**config.mk**
```make
export PLATFORM = sky130hd
export DESIGN_NAME = seq_multiplier_32b_flat
export DESIGN_NICKNAME = d
export VERILOG_FILES = /design/src/rtl/seq_multiplier_32b_pkg.sv /design/src/rtl/seq_multiplier_32b_if.sv /design/src/rtl/seq_multiplier_32b_adder.sv /design/src/rtl/seq_multiplier_32b.sv /design/src/flat_wrapper.sv
export SDC_FILE = /design/constraint.sdc
export NUM_CORES = 1
export LEC_CHECK = 0
export CAP_MARGIN = 20
export CORE_ASPECT_RATIO = 0.75
export CORE_MARGIN = 2
export CORE_UTILIZATION = 55
export CTS_CLUSTER_SIZE = 24
export DETAILED_ROUTE_END_ITERATION = 7
export PLACE_DENSITY_LB_ADDON = 0.08
export SKIP_LAST_GASP = 1
export SLEW_MARGIN = 20
export SYNTH_ARGS = -nofsm -noshare
export SYNTH_HDL_FRONTEND = slang
export SYNTH_SLANG_ARGS = --single-unit
```
**constraint.sdc**
```tcl
create_clock -name clk -period 6.6 [get_ports clk]
set_input_delay 0.99 -clock clk [delete_from_list [all_inputs] [get_ports clk]]
set_output_delay 0.99 -clock clk [all_outputs]
set_load 0.05 [all_outputs]
```
**src/rtl/seq_multiplier_32b_pkg.sv**
```systemverilog
// Shared constants and FSM encoding for the sequential shift-add multiplier.
package seq_multiplier_32b_pkg;

   localparam int unsigned DefaultWidth = 32;

   typedef enum logic [1:0] {
      StIdle = 2'b00,
      StCalc = 2'b01,
      StDone = 2'b10
   } state_e;

   // Counter must hold values 0..width-1 with one bit of headroom.
   function automatic int unsigned cnt_width(input int unsigned width);
      return $clog2(width) + 1;
   endfunction

   localparam int unsigned DefaultCntWidth = cnt_width(DefaultWidth);

endpackage

```
**src/rtl/seq_multiplier_32b_if.sv**
```systemverilog
// Request/response bundle between a multiply requester and seq_multiplier_32b.
interface seq_multiplier_32b_if
   import seq_multiplier_32b_pkg::*;
#(
   parameter int unsigned WIDTH = DefaultWidth
);

   logic               start;
   logic [WIDTH-1:0]   a;
   logic [WIDTH-1:0]   b;
   logic               busy;
   logic               done;
   logic [2*WIDTH-1:0] product;
   logic [WIDTH-1:0]   result;

   modport master (
      output start, a, b,
      input  busy, done, product, result
   );

   modport slave (
      input  start, a, b,
      output busy, done, product, result
   );

endinterface

```
**src/rtl/seq_multiplier_32b_adder.sv**
```systemverilog
// Partial-sum adder: WIDTH-bit unsigned add with carry-out.
module adder_32b #(
   parameter int unsigned WIDTH = 32
) (
   input  logic [WIDTH-1:0] x,
   input  logic [WIDTH-1:0] y,
   output logic [WIDTH-1:0] sum,
   output logic             carry
);

   assign {carry, sum} = {1'b0, x} + {1'b0, y};

endmodule

```
**src/rtl/seq_multiplier_32b.sv**
```systemverilog
// Sequential unsigned multiplier: one shift-add step per cycle, WIDTH steps per product.
module seq_multiplier_32b
   import seq_multiplier_32b_pkg::*;
#(
   parameter int unsigned WIDTH = DefaultWidth
) (
   input logic                clk,
   input logic                rst_n,
   seq_multiplier_32b_if.slave bus
);

   localparam int unsigned CntW = cnt_width(WIDTH);

   state_e               state_q;
   logic [WIDTH-1:0]     mcand_q;
   logic [WIDTH-1:0]     mplier_q;
   logic [2*WIDTH-1:0]   acc_q;
   logic [2*WIDTH-1:0]   product_q;
   logic [CntW-1:0]      cnt_q;
   logic                 busy_q;
   logic                 done_q;

   logic [WIDTH-1:0]     addend;
   logic [WIDTH-1:0]     sum;
   logic                 carry;
   logic [2*WIDTH-1:0]   acc_d;
   logic                 last_step;

   assign addend = mplier_q[0] ? mcand_q : '0;

   adder_32b #(
      .WIDTH (WIDTH)
   ) u_adder (
      .x     (acc_q[2*WIDTH-1:WIDTH]),
      .y     (addend),
      .sum   (sum),
      .carry (carry)
   );

   // Carry-out becomes the new MSB; the bit leaving the upper half lands in the lower half.
   assign acc_d     = {carry, sum, acc_q[WIDTH-1:1]};
   assign last_step = (cnt_q == CntW'(WIDTH - 1));

   always_ff @(posedge clk or negedge rst_n) begin
      if (!rst_n) begin
         state_q   <= StIdle;
         mcand_q   <= '0;
         mplier_q  <= '0;
         acc_q     <= '0;
         product_q <= '0;
         cnt_q     <= '0;
         busy_q    <= 1'b0;
         done_q    <= 1'b0;
      end else begin
         done_q <= 1'b0;
         unique case (state_q)
            StIdle, StDone: begin
               if (bus.start) begin
                  mcand_q  <= bus.a;
                  mplier_q <= bus.b;
                  acc_q    <= '0;
                  cnt_q    <= '0;
                  busy_q   <= 1'b1;
                  state_q  <= StCalc;
               end else begin
                  state_q  <= StIdle;
               end
            end
            StCalc: begin
               acc_q    <= acc_d;
               mplier_q <= mplier_q >> 1;
               cnt_q    <= cnt_q + 1'b1;
               if (last_step) begin
                  product_q <= acc_d;
                  done_q    <= 1'b1;
                  busy_q    <= 1'b0;
                  state_q   <= StDone;
               end
            end
            default: begin
               busy_q  <= 1'b0;
               state_q <= StIdle;
            end
         endcase
      end
   end

   assign bus.busy    = busy_q;
   assign bus.done    = done_q;
   assign bus.product = product_q;
   assign bus.result  = product_q[WIDTH-1:0];

endmodule

```
**src/flat_wrapper.sv**
```systemverilog
// flat-port wrapper written by rule: the top's interface ports become plain ports
module seq_multiplier_32b_flat import seq_multiplier_32b_pkg::*;
#(
   parameter int unsigned WIDTH = DefaultWidth
)
  (clk, rst_n, bus_start, bus_a, bus_b, bus_busy, bus_done, bus_product, bus_result);
  seq_multiplier_32b_if #(.WIDTH(WIDTH)) bus_i ();
  input logic clk;
  input logic rst_n;
  input wire logic [$bits(bus_i.start)-1:0] bus_start;
  input wire logic [$bits(bus_i.a)-1:0] bus_a;
  input wire logic [$bits(bus_i.b)-1:0] bus_b;
  output wire logic [$bits(bus_i.busy)-1:0] bus_busy;
  output wire logic [$bits(bus_i.done)-1:0] bus_done;
  output wire logic [$bits(bus_i.product)-1:0] bus_product;
  output wire logic [$bits(bus_i.result)-1:0] bus_result;
  assign bus_i.start = bus_start;
  assign bus_i.a = bus_a;
  assign bus_i.b = bus_b;
  assign bus_busy = bus_i.busy;
  assign bus_done = bus_i.done;
  assign bus_product = bus_i.product;
  assign bus_result = bus_i.result;
  seq_multiplier_32b #(.WIDTH(WIDTH)) u_core (.clk(clk), .rst_n(rst_n), .bus(bus_i));
endmodule
```
==> metrics.txt, run 1 <==
# TYPE chip_impl_metric gauge
chip_impl_info{name="run_status",value="finished, final reports clean"} 1
chip_impl_metric{name="hpwl",unit="um"} 13900
chip_impl_metric{name="cell_area_after_synthesis",unit="um2"} 9650
chip_impl_metric{name="timing.final.max_slew_violations",unit=""} 0
chip_impl_metric{name="pnr_total_power",unit="mW"} 6.29
chip_impl_metric{name="ant_nets",unit=""} 0
chip_impl_info{name="rsz0062_at_grt",value="no"} 1
chip_impl_metric{name="first_pass_grt_wire_length",unit="um"} 35700
chip_impl_metric{name="overall_via_count_from_detail_route",unit=""} 7307
chip_impl_metric{name="asyncSetResetFlopFracSynth",unit=""} 1.00
chip_impl_metric{name="drt-vias-per-instance",unit=""} 5.42
chip_impl_metric{name="global_route.overflow_total",unit=""} 0
chip_impl_metric{name="area_growth_syn_to_layout",unit="%"} 22.2
chip_impl_info{name="root_buffer",value="clkbuf_16"} 1
chip_impl_info{name="clock_tree_from_tritoncts",value="done"} 1
chip_impl_metric{name="first_pass_iters",unit=""} 5
chip_impl_metric{name="clock.fmax",unit="MHz"} 286
chip_impl_metric{name="netlist-cell-type-count",unit=""} 59
chip_impl_metric{name="design.final.nets",unit=""} 1200
chip_impl_info{name="worstSetupStartpointType",value="flop"} 1
chip_impl_metric{name="num_antenna_cells",unit=""} 0
chip_impl_metric{name="globalRouteTotalUtil",unit=""} 0.236
chip_impl_metric{name="ctsHtreeMaxLevel",unit=""} 1
chip_impl_metric{name="die-height",unit="um"} 119
chip_impl_metric{name="io_buffers",unit=""} 164
chip_impl_metric{name="die_w",unit="um"} 157
chip_impl_info{name="critical_path.endpoint_type",value="flop"} 1
chip_impl_metric{name="first_drt_iteration_drcs",unit=""} 525
chip_impl_metric{name="worst_skew_pair.late_latency",unit="ps"} 490
chip_impl_metric{name="fraction_of_post_synthesis_cell_area_in_the_top_cell_type_by_area",unit=""} 0.521
chip_impl_metric{name="arr_time_crit_path",unit="ps"} 3860
chip_impl_metric{name="critical_path.max_fanout",unit=""} 33
chip_impl_metric{name="post-cts-setup-buffers",unit=""} 0
chip_impl_metric{name="max_cap_viol_count",unit=""} 0
chip_impl_metric{name="tightest_slew",unit="ps"} 1090
chip_impl_metric{name="yosys_warns",unit=""} 0
chip_impl_metric{name="setup_viol",unit=""} 0
chip_impl_metric{name="fin_crit",unit="ps"} 3490
chip_impl_metric{name="post_synth_inst_count",unit=""} 994
chip_impl_metric{name="cell_rows",unit=""} 41
chip_impl_metric{name="synth-seq-area-share",unit=""} 0.521
chip_impl_metric{name="irDropWorstVdd",unit="V"} 0.000297
chip_impl_metric{name="post_cts_hold_buffers",unit=""} 0
chip_impl_metric{name="antenna_found_initial",unit=""} 0
chip_impl_metric{name="fin_skew",unit="ps"} 12.6
chip_impl_metric{name="syn-num-nets",unit=""} 1095
chip_impl_metric{name="design.die.area",unit="um2"} 18600
chip_impl_metric{name="clk_sinks",unit=""} 201
chip_impl_metric{name="synth-edff-count",unit=""} 0
chip_impl_metric{name="design.portCount",unit=""} 165
chip_impl_info{name="post-synth-top-area-cell",value="dfrtp_1"} 1
chip_impl_info{name="synth.top_cells.by_area",value="dfrtp_1, nand2_1, a22o_1"} 1
chip_impl_metric{name="synthesis.area_per_instance",unit="um2"} 9.70
chip_impl_metric{name="fin_cells",unit=""} 1347
chip_impl_metric{name="setup_tns",unit="ps"} 0
chip_impl_metric{name="largest_net_degree_at_the_start_of_global_routing",unit=""} 131
chip_impl_metric{name="final_hold_viol_count",unit=""} 0
chip_impl_metric{name="start_util",unit=""} 0.568
chip_impl_metric{name="post_drt_wl_per_cell",unit="um"} 15.9
chip_impl_info{name="timing.hold.worst.class",value="flop to flop"} 1
chip_impl_info{name="synthMostInstantiatedCell",value="nand2_1"} 1
chip_impl_metric{name="cts_buffer_depth",unit=""} 3
chip_impl_metric{name="finalWeightedCongestion",unit=""} 0.898
chip_impl_metric{name="timing.critical_path.required",unit="ps"} 6970
chip_impl_metric{name="place_inst",unit=""} 1313
chip_impl_info{name="synth_flop_cell",value="dfrtp_1"} 1
chip_impl_metric{name="slew-limit-headroom",unit=""} 0.274
chip_impl_metric{name="core-area",unit="um2"} 17000
chip_impl_metric{name="cts.clk_slew.worst_paths",unit="ps"} 60
chip_impl_metric{name="detail_route.drc_violations",unit=""} 0
chip_impl_info{name="synth.top_cells.by_count",value="nand2_1, dfrtp_1, a22o_1"} 1
chip_impl_metric{name="power.density",unit="nW/um2"} 534
chip_impl_metric{name="wl",unit="um"} 21400
chip_impl_metric{name="post-route-period-util",unit=""} 0.529
chip_impl_metric{name="cts_made_buffers",unit=""} 20
chip_impl_metric{name="total_leakage_power",unit="nW"} 5.79
chip_impl_metric{name="ys_seq_elements",unit=""} 201
chip_impl_metric{name="post_route_cells_drive_above_1_share",unit=""} 0.0648
chip_impl_info{name="worstSetupPathType",value="flop to flop"} 1
chip_impl_metric{name="vias_in_the_first_global_route",unit=""} 6938
chip_impl_metric{name="cts_resized",unit=""} 0
==> sequential cells by signal, indices dropped and copies added (netlist names) <==
name                count
u_core.mcand_q         32
u_core.acc_q           63
u_core.state_q          2
u_core.mplier_q        32
u_core.cnt_q            6
u_core.bus.busy         1
u_core.bus.done         1
u_core.bus.product     64
==> area by class of cell <==
| class | count | area (um2) |
|---|---|---|
| flip-flops and latches | 201 | 5030 |
| repair buffers | 171 | 1700 |
| clock buffers | 26 | 564 |
| well taps | 236 | 295 |
| inverters | 7 | 26.3 |
| fillers | 1348 | 5200 |
| multi-input cells | 698 | 4120 |
| clock inverters | 8 | 47.5 |
==> cell usage in the layout (no fill, tap or decap), types with 16 or more instances in the layout <==
master,count
xnor2_1,16
clkdlybuf4s50_1,163
a21o_1,17
ha_1,33
dfrtp_1,201
clkbuf_16,21
a21oi_1,25
a22o_1,62
a22oi_1,31
nand2_1,341
and2_1,35
o21ai_0,22
==> metrics by stage <==
| step | cell area (um2) | util | setup WS [ps] | hold slack [ps] |
|---|---|---|---|---|
| 2_1_floorplan | 9650 | - | 3730 | 437 |
| 3_3_place_gp | 11200 | 0.658 | 3280 | 454 |
| 3_5_place_dp | 11200 | 0.658 | 3180 | 456 |
| 4_1_cts | 11800 | 0.694 | 3130 | 470 |
| 5_1_grt | 11800 | 0.694 | 2940 | 491 |
| 6_report | 11800 | 0.694 | 3110 | 468 |
==> final timing paths <==
check	cells after the start	end	startpoint	slack (ps)
max	11	u_core.bus.product[57]$_DFFE_PN0P_	u_core.mplier_q[0]$_DFFE_PN0P_	3110
min	2	u_core.mcand_q[2]$_DFFE_PN0P_	u_core.mcand_q[2]$_DFFE_PN0P_	470
max reg2reg	11	u_core.bus.product[57]$_DFFE_PN0P_	u_core.mplier_q[0]$_DFFE_PN0P_	3110
min reg2reg	2	u_core.mcand_q[2]$_DFFE_PN0P_	u_core.mcand_q[2]$_DFFE_PN0P_	470
max in group asynchronous	2	u_core.acc_q[8]$_DFFE_PN0P_	rst_n	4630
min in group asynchronous	1	u_core.bus.product[46]$_DFFE_PN0P_	rst_n	560
==> layer usage <==
layer	global-route usage	wire [um]	vias to the layer above
met2	0.341	8870	209
met1	0.376	11000	3524
met5	0	0	-
met4	0.0413	318	0
met3	0.0411	1230	27
li1	-	-	3547
==> power breakdown <==
part	switching [mW]	internal [mW]	total [mW]
clock	0.465	0.603	1.07
sequential	0.356	1.73	2.08
combinational	1.95	1.20	3.14
==> worst max-delay path: stages (launching register included) <==
cell	delay [ps]
dfrtp_1	760
and2_1	320
ha_1	220
fa_1	410
a21o_2	210
a21oi_2	210
o31ai_2	140
a41o_1	350
a21oi_1	240
o21ai_1	110
xnor2_1	150
mux2_2	260
==> logic make-up (layout without fill, tap and decap cells) <==
| kind of cell | Yosys count | count (layout) | share of synthesized area |
|---|---|---|---|
| xor+xnor | 28 | 28 | 0.0254 |
| buf+inv | 95 | 212 | 0.0538 |
| simple gates | 424 | 424 | 0.184 |
| fa+ha+maj | 34 | 34 | 0.0449 |
| flops | 201 | 201 | 0.521 |
| mux | 11 | 11 | 0.0131 |
| compound gates | 201 | 201 | 0.158 |
(Power assumes the default switching activity.)
==> run 2, diff against run 1 <==
CORE_UTILIZATION = 48   (was 55)
clock period = 3.1 ns   (was 6.6 ns; I/O delays follow)
==> metrics.txt, run 2 (synthesis gave the netlist of run 1 again) <==
# TYPE chip_impl_metric gauge
chip_impl_metric{name="ff2ff_path_depth",unit=""} 11
chip_impl_metric{name="whs",unit="ps"} 468
chip_impl_metric{name="timing.final.max_slew_violations",unit=""} 0
chip_impl_metric{name="post_route_cells_drive_above_1_share",unit=""} 0.0783
chip_impl_metric{name="overall_via_count_from_detail_route",unit=""} 7297
chip_impl_metric{name="timing.critical_path.required",unit="ps"} 3480
chip_impl_metric{name="clk_sinks",unit=""} 201
chip_impl_metric{name="clock.fmax",unit="MHz"} 335
chip_impl_info{name="worstSetupPathType",value="flop to flop"} 1
chip_impl_metric{name="finalWeightedCongestion",unit=""} 0.863
chip_impl_info{name="layout.cells.most_common",value="nand2_1"} 1
chip_impl_metric{name="finish.instance_area",unit="um2"} 12000
chip_impl_metric{name="first_drt_iteration_drcs",unit=""} 472
chip_impl_metric{name="io_buffers",unit=""} 164
chip_impl_metric{name="slew-limit-headroom",unit=""} 0.541
chip_impl_metric{name="drt-vias-per-instance",unit=""} 5.30
chip_impl_info{name="timing.hold.worst.class",value="flop to flop"} 1
chip_impl_metric{name="first_pass_iters",unit=""} 6
chip_impl_info{name="layout_common_cells",value="nand2_1, dfrtp_1, clkdlybuf4s50_1, a22o_1, and2_1"} 1
chip_impl_metric{name="final_util",unit=""} 0.615
chip_impl_metric{name="ant_nets",unit=""} 0
chip_impl_info{name="root_buffer",value="clkbuf_16"} 1
chip_impl_info{name="worstSetupStartpointType",value="flop"} 1
chip_impl_metric{name="post-cts-setup-buffers",unit=""} 0
chip_impl_metric{name="die_w",unit="um"} 168
chip_impl_metric{name="globalRouteTotalUtil",unit=""} 0.209
chip_impl_metric{name="hold-path-cell-count",unit=""} 2
chip_impl_metric{name="total_leakage_power",unit="nW"} 5.91
chip_impl_metric{name="cts_made_buffers",unit=""} 20
chip_impl_metric{name="design.final.nets",unit=""} 1213
chip_impl_metric{name="hpwl",unit="um"} 15100
chip_impl_info{name="r2r-end",value="u_core.bus.product[56]$_DFFE_PN0P_"} 1
chip_impl_metric{name="vias_in_the_first_global_route",unit=""} 6958
chip_impl_metric{name="irDropWorstVdd",unit="V"} 0.000527
chip_impl_metric{name="fin_cells",unit=""} 1377
chip_impl_metric{name="place_area",unit="um2"} 11300
chip_impl_metric{name="cts.clk_slew.worst_paths",unit="ps"} 70
chip_impl_metric{name="cell_rows",unit=""} 44
chip_impl_metric{name="tightest_slew",unit="ps"} 688
chip_impl_metric{name="fin_skew",unit="ps"} 11.9
chip_impl_metric{name="design.portCount",unit=""} 165
chip_impl_metric{name="setup_viol",unit=""} 0
chip_impl_info{name="clock_tree_from_tritoncts",value="done"} 1
chip_impl_metric{name="ctsHtreeMaxLevel",unit=""} 1
chip_impl_metric{name="die-height",unit="um"} 127
chip_impl_metric{name="critical_path.max_fanout",unit=""} 31
chip_impl_info{name="run_status",value="finished, final reports clean"} 1
chip_impl_metric{name="first_pass_grt_wire_length",unit="um"} 36600
chip_impl_metric{name="largest_register_ff_count",unit=""} 64
chip_impl_metric{name="core-area",unit="um2"} 19500
chip_impl_metric{name="arr_time_crit_path",unit="ps"} 3370
chip_impl_metric{name="num_antenna_cells",unit=""} 0
chip_impl_metric{name="post-route-period-util",unit=""} 0.964
chip_impl_metric{name="worst_r2r_setup_slack",unit="ps"} 110
chip_impl_metric{name="largest_net_degree_at_the_start_of_global_routing",unit=""} 64
chip_impl_metric{name="detail_route.drc_violations",unit=""} 0
chip_impl_metric{name="place_inst",unit=""} 1342
chip_impl_info{name="timing.hold.worst.start",value="u_core.mcand_q[16]$_DFFE_PN0P_"} 1
chip_impl_metric{name="antenna_found_initial",unit=""} 0
chip_impl_metric{name="power.density",unit="nW/um2"} 1140
chip_impl_info{name="worstHoldEndpoint",value="u_core.mcand_q[16]$_DFFE_PN0P_"} 1
chip_impl_info{name="critical_path.endpoint_type",value="flop"} 1
chip_impl_metric{name="final_hold_viol_count",unit=""} 0
chip_impl_metric{name="wl",unit="um"} 22000
chip_impl_metric{name="area_growth_syn_to_layout",unit="%"} 24.6
chip_impl_metric{name="post_drt_wl_per_cell",unit="um"} 16.0
chip_impl_metric{name="design.die.area",unit="um2"} 21300
chip_impl_info{name="regToRegStartpoint",value="u_core.mplier_q[0]$_DFFE_PN0P_"} 1
chip_impl_metric{name="cts_buffer_depth",unit=""} 3
chip_impl_metric{name="max_cap_viol_count",unit=""} 0
chip_impl_metric{name="fin_crit",unit="ps"} 2990
chip_impl_metric{name="global_route.overflow_total",unit=""} 0
chip_impl_metric{name="start_util",unit=""} 0.494
chip_impl_metric{name="n_fill_cell",unit=""} 1673
chip_impl_metric{name="worst_skew_pair.late_latency",unit="ps"} 500
-- run 2: layout make-up --
| cell class | instances | area, um2 | area share |
|---|---|---|---|
| clock inverters | 9 | 105 | 0.00874 |
| multi-input cells | 698 | 4130 | 0.344 |
| clock buffers | 25 | 581 | 0.0483 |
| well taps | 253 | 317 | 0.0263 |
| inverters | 7 | 26.3 | 0.00219 |
| flip-flops and latches | 201 | 5030 | 0.418 |
| repair buffers | 184 | 1830 | 0.152 |
-- run 2: per-layer routing --
metal | part of all wire | track usage
met1 | 0.54 | 0.349
met3 | 0.049 | 0.0312
met4 | 0.016 | 0.0399
met5 | 0 | 0
met2 | 0.39 | 0.285
-- run 2: how the worst max path moves through the flow --
| stage | startpoint | end | slack [ps] | cells after the start |
|---|---|---|---|---|
| after global placement | u_core.mplier_q[0]$_DFFE_PN0P_ | u_core.bus.product[56]$_DFFE_PN0P_ | 170 | 11 |
| after detailed placement | u_core.mplier_q[0]$_DFFE_PN0P_ | u_core.bus.product[56]$_DFFE_PN0P_ | 100 | 11 |
| after floorplan | u_core.mplier_q[0]$_DFFE_PN0P_ | u_core.bus.product[57]$_DFFE_PN0P_ | 230 | 12 |
| after CTS | u_core.mplier_q[0]$_DFFE_PN0P_ | u_core.bus.product[56]$_DFFE_PN0P_ | 80 | 11 |
| after global routing | u_core.mplier_q[0]$_DFFE_PN0P_ | u_core.bus.product[56]$_DFFE_PN0P_ | -0.7 | 11 |
| final | u_core.mplier_q[0]$_DFFE_PN0P_ | u_core.bus.product[56]$_DFFE_PN0P_ | 110 | 11 |
-- run 2: report_power, final --
part / switching, mW / total, mW / internal [mW]
combinational: 4.22 / 6.81 / 2.58
sequential: 0.699 / 4.37 / 3.67
clock: 1.02 / 2.52 / 1.49
total: 5.95 / 13.7 / 7.75
-- run 2: metrics by stage --
| step | setup TNS [ps] | total power, mW | setup slack [ps] |
|---|---|---|---|
| 4_1_cts | 0 | 13.7 | 75.1 |
| 5_1_grt | -0.692 | 14.5 | -0.692 |
| 3_3_place_gp | 0 | 11.1 | 167 |
| 6_report | 0 | 13.7 | 111 |
| 2_1_floorplan | 0 | 9.42 | 225 |
| 3_5_place_dp | 0 | 11.2 | 102 |
-- run 2: critical path: stages, from the launching register on --
cell	delay, ps
dfrtp_1	390
buf_6	190
and2_1	170
ha_1	340
o211a_1	280
a211oi_2	290
o31ai_4	160
a211oi_4	350
o21a_2	200
o21bai_1	80
xor2_1	160
mux2_4	260
-- run 2: what timing repair did --
| item | in CTS | in global routing |
|---|---|---|
| hold endpoints to repair | 59 | 0 |
| setup endpoints to repair | 0 | 9 |
| hold buffers | 1 | 0 |
| resized for setup | 0 | 3 |
==> run 3, diff against run 2 <==
CORE_UTILIZATION = 50   (was 48)
CTS_BUF_LIST = sky130_fd_sc_hd__clkbuf_4   (was default)
==> metrics.txt, run 3 (synthesis gave the netlist of run 1 again) <==
# TYPE chip_impl_metric gauge
chip_impl_metric{name="cts_made_buffers",unit=""} 49
chip_impl_metric{name="globalRouteTotalUtil",unit=""} 0.222
chip_impl_metric{name="cts_resized",unit=""} 0
chip_impl_metric{name="worst_skew_pair.late_latency",unit="ps"} 650
chip_impl_metric{name="power.density",unit="nW/um2"} 1120
chip_impl_metric{name="overall_via_count_from_detail_route",unit=""} 7437
chip_impl_metric{name="n_fill_cell",unit=""} 1630
chip_impl_metric{name="final_hold_viol_count",unit=""} 0
chip_impl_metric{name="antenna_found_initial",unit=""} 0
chip_impl_info{name="worstSetupPathType",value="flop to flop"} 1
chip_impl_metric{name="detailroute.wirelength.met2",unit="um"} 9300
chip_impl_metric{name="core-area",unit="um2"} 18700
chip_impl_metric{name="setup_tns",unit="ps"} 0
chip_impl_metric{name="fin_skew",unit="ps"} 30.7
chip_impl_metric{name="post-cts-setup-buffers",unit=""} 0
chip_impl_metric{name="post-route-period-util",unit=""} 0.946
chip_impl_metric{name="cell_rows",unit=""} 43
chip_impl_metric{name="timing.critical_path.required",unit="ps"} 3630
chip_impl_metric{name="timing.final.max_slew_violations",unit=""} 0
chip_impl_info{name="layout_common_cells",value="nand2_1, dfrtp_1, clkdlybuf4s50_1, clkbuf_4, a22o_1"} 1
chip_impl_info{name="run_status",value="finished, final reports clean"} 1
chip_impl_metric{name="design.final.nets",unit=""} 1241
chip_impl_metric{name="wl",unit="um"} 22100
chip_impl_metric{name="post_route_cells_drive_above_1_share",unit=""} 0.107
chip_impl_metric{name="clk_sinks",unit=""} 201
chip_impl_metric{name="first_pass_grt_wire_length",unit="um"} 36900
chip_impl_metric{name="cts.clk_slew.worst_paths",unit="ps"} 70
chip_impl_metric{name="detail_route.drc_violations",unit=""} 0
chip_impl_metric{name="ant_nets",unit=""} 0
chip_impl_metric{name="finalWeightedCongestion",unit=""} 0.882
chip_impl_info{name="worstSetupStartpointType",value="flop"} 1
chip_impl_metric{name="die_w",unit="um"} 164
chip_impl_info{name="critical_path.endpoint_type",value="flop"} 1
chip_impl_metric{name="ctsHtreeMaxLevel",unit=""} 2
chip_impl_metric{name="first_drt_iteration_drcs",unit=""} 465
chip_impl_info{name="clock_tree_from_tritoncts",value="done"} 1
chip_impl_metric{name="cts_buffer_depth",unit=""} 3
chip_impl_metric{name="start_util",unit=""} 0.515
chip_impl_metric{name="clock.fmax",unit="MHz"} 341
chip_impl_metric{name="multiInputGateArea",unit="um2"} 4120
chip_impl_metric{name="vias_in_the_first_global_route",unit=""} 7256
chip_impl_info{name="timing.hold.worst.class",value="input port to flop"} 1
chip_impl_metric{name="largest_net_degree_at_the_start_of_global_routing",unit=""} 68
chip_impl_info{name="root_buffer",value="clkbuf_4"} 1
chip_impl_metric{name="irDropWorstVdd",unit="V"} 0.000805
chip_impl_metric{name="first_pass_iters",unit=""} 5
chip_impl_metric{name="design.die.area",unit="um2"} 20400
chip_impl_metric{name="hpwl",unit="um"} 14800
chip_impl_metric{name="ff_latch_area",unit="um2"} 5030
chip_impl_metric{name="io_buffers",unit=""} 164
chip_impl_metric{name="total_leakage_power",unit="nW"} 5.92
chip_impl_info{name="rsz0062_at_grt",value="no"} 1
chip_impl_metric{name="die-height",unit="um"} 124
chip_impl_metric{name="worst_r2r_setup_slack",unit="ps"} 170
chip_impl_metric{name="arr_time_crit_path",unit="ps"} 3460
chip_impl_metric{name="met3WireLength",unit="um"} 1230
chip_impl_metric{name="design.portCount",unit=""} 165
chip_impl_metric{name="setup_viol",unit=""} 0
chip_impl_metric{name="tightest_slew",unit="ps"} 749
chip_impl_metric{name="max_cap_viol_count",unit=""} 0
chip_impl_metric{name="largest_register_ff_count",unit=""} 64
chip_impl_metric{name="global_route.overflow_total",unit=""} 0
chip_impl_info{name="dr.max_layer_used",value="met4"} 1
chip_impl_metric{name="post_drt_wl_per_cell",unit="um"} 15.6
chip_impl_metric{name="critical_path.max_fanout",unit=""} 5
chip_impl_info{name="layout.cells.most_common",value="nand2_1"} 1
chip_impl_metric{name="drt-vias-per-instance",unit=""} 5.25
chip_impl_metric{name="met1_length",unit="um"} 11300
chip_impl_metric{name="num_antenna_cells",unit=""} 0
chip_impl_metric{name="area_growth_syn_to_layout",unit="%"} 23.6
chip_impl_metric{name="fin_crit",unit="ps"} 2930
chip_impl_metric{name="final_util",unit=""} 0.637
chip_impl_metric{name="slew-limit-headroom",unit=""} 0.501
## run 3: changes by cell type in the layout (fill, tap and decap cells not counted), moves of 2 or more
cell       delta
buf_12        +2
buf_4         -2
clkbuf_16    -21
clkbuf_4     +69
clkbuf_8      -4
clkinv_1      +8
clkinv_2      -2
clkinv_4      -2
## run 3: path summary, 6_finish.rpt
path / from / cells after the start / endpoint
max in group asynchronous: rst_n / 3 / u_core.mplier_q[8]$_DFFE_PN0P_
min in group asynchronous: rst_n / 2 / u_core.bus.product[54]$_DFFE_PN0P_
hold reg to reg: u_core.mcand_q[31]$_DFFE_PN0P_ / 2 / u_core.mcand_q[31]$_DFFE_PN0P_
setup / recovery: u_core.mplier_q[0]$_DFFE_PN0P_ / 11 / u_core.bus.product[57]$_DFFE_PN0P_
setup reg to reg: u_core.mplier_q[0]$_DFFE_PN0P_ / 11 / u_core.bus.product[57]$_DFFE_PN0P_
hold / removal: bus_a[20] / 3 / u_core.mcand_q[20]$_DFFE_PN0P_
## run 3: cell type report
class                           instances  share of cell area
Tap cell                              247              0.0259
Multi-Input combinational cell        698               0.346
Inverter                                7             0.00220
Clock buffer                           69              0.0434
Sequential cell                       201               0.422
Timing Repair Buffer                  183               0.154
Clock inverter                         12             0.00651
## run 3: report_power, final
group | internal, mW | total (mW) | switching [mW]
Clock | 1.10 | 2.12 | 1.02
Sequential | 3.67 | 4.38 | 0.702
Combinational | 2.60 | 6.79 | 4.20
Total | 7.37 | 13.3 | 5.92
## run 3: what timing repair did
action / in CTS / in global routing
endpoints found under the hold margin: 64 / 0
setup endpoints to repair: 0 / 0
hold buffers: 1 / 0
## run 3: routing by layer
metal | track usage | vias up
met4 | 0.0624 | 0
met2 | 0.316 | 201
met3 | 0.0490 | 24
met1 | 0.340 | 3549
met5 | 0 | -
li1 | - | 3663
## run 3: stage by stage
stage | setup slack (ps) | cells | power [mW] | area (um2) | hold WS (ps)
finish | 169 | 1417 | 13.3 | 11900 | 344
global placement | 233 | 1335 | 11.1 | 11300 | 454
floorplan | 225 | 994 | 9.42 | 9650 | 169
detailed placement | 182 | 1335 | 11.2 | 11300 | 455
global route | 11.7 | 1417 | 14.2 | 11900 | 294
CTS | 157 | 1417 | 13.4 | 11900 | 297
## run 3: worst max-delay path, cell delays in order, from the launching register on
cell and delay (ps):
dfrtp_1 410, and2_1 150, ha_1 220, fa_1 410
a21o_2 210, a21oi_2 200, o31ai_2 130, a41o_1 290
a21oi_1 270, o21ai_1 120, xnor2_1 150, mux2_2 260
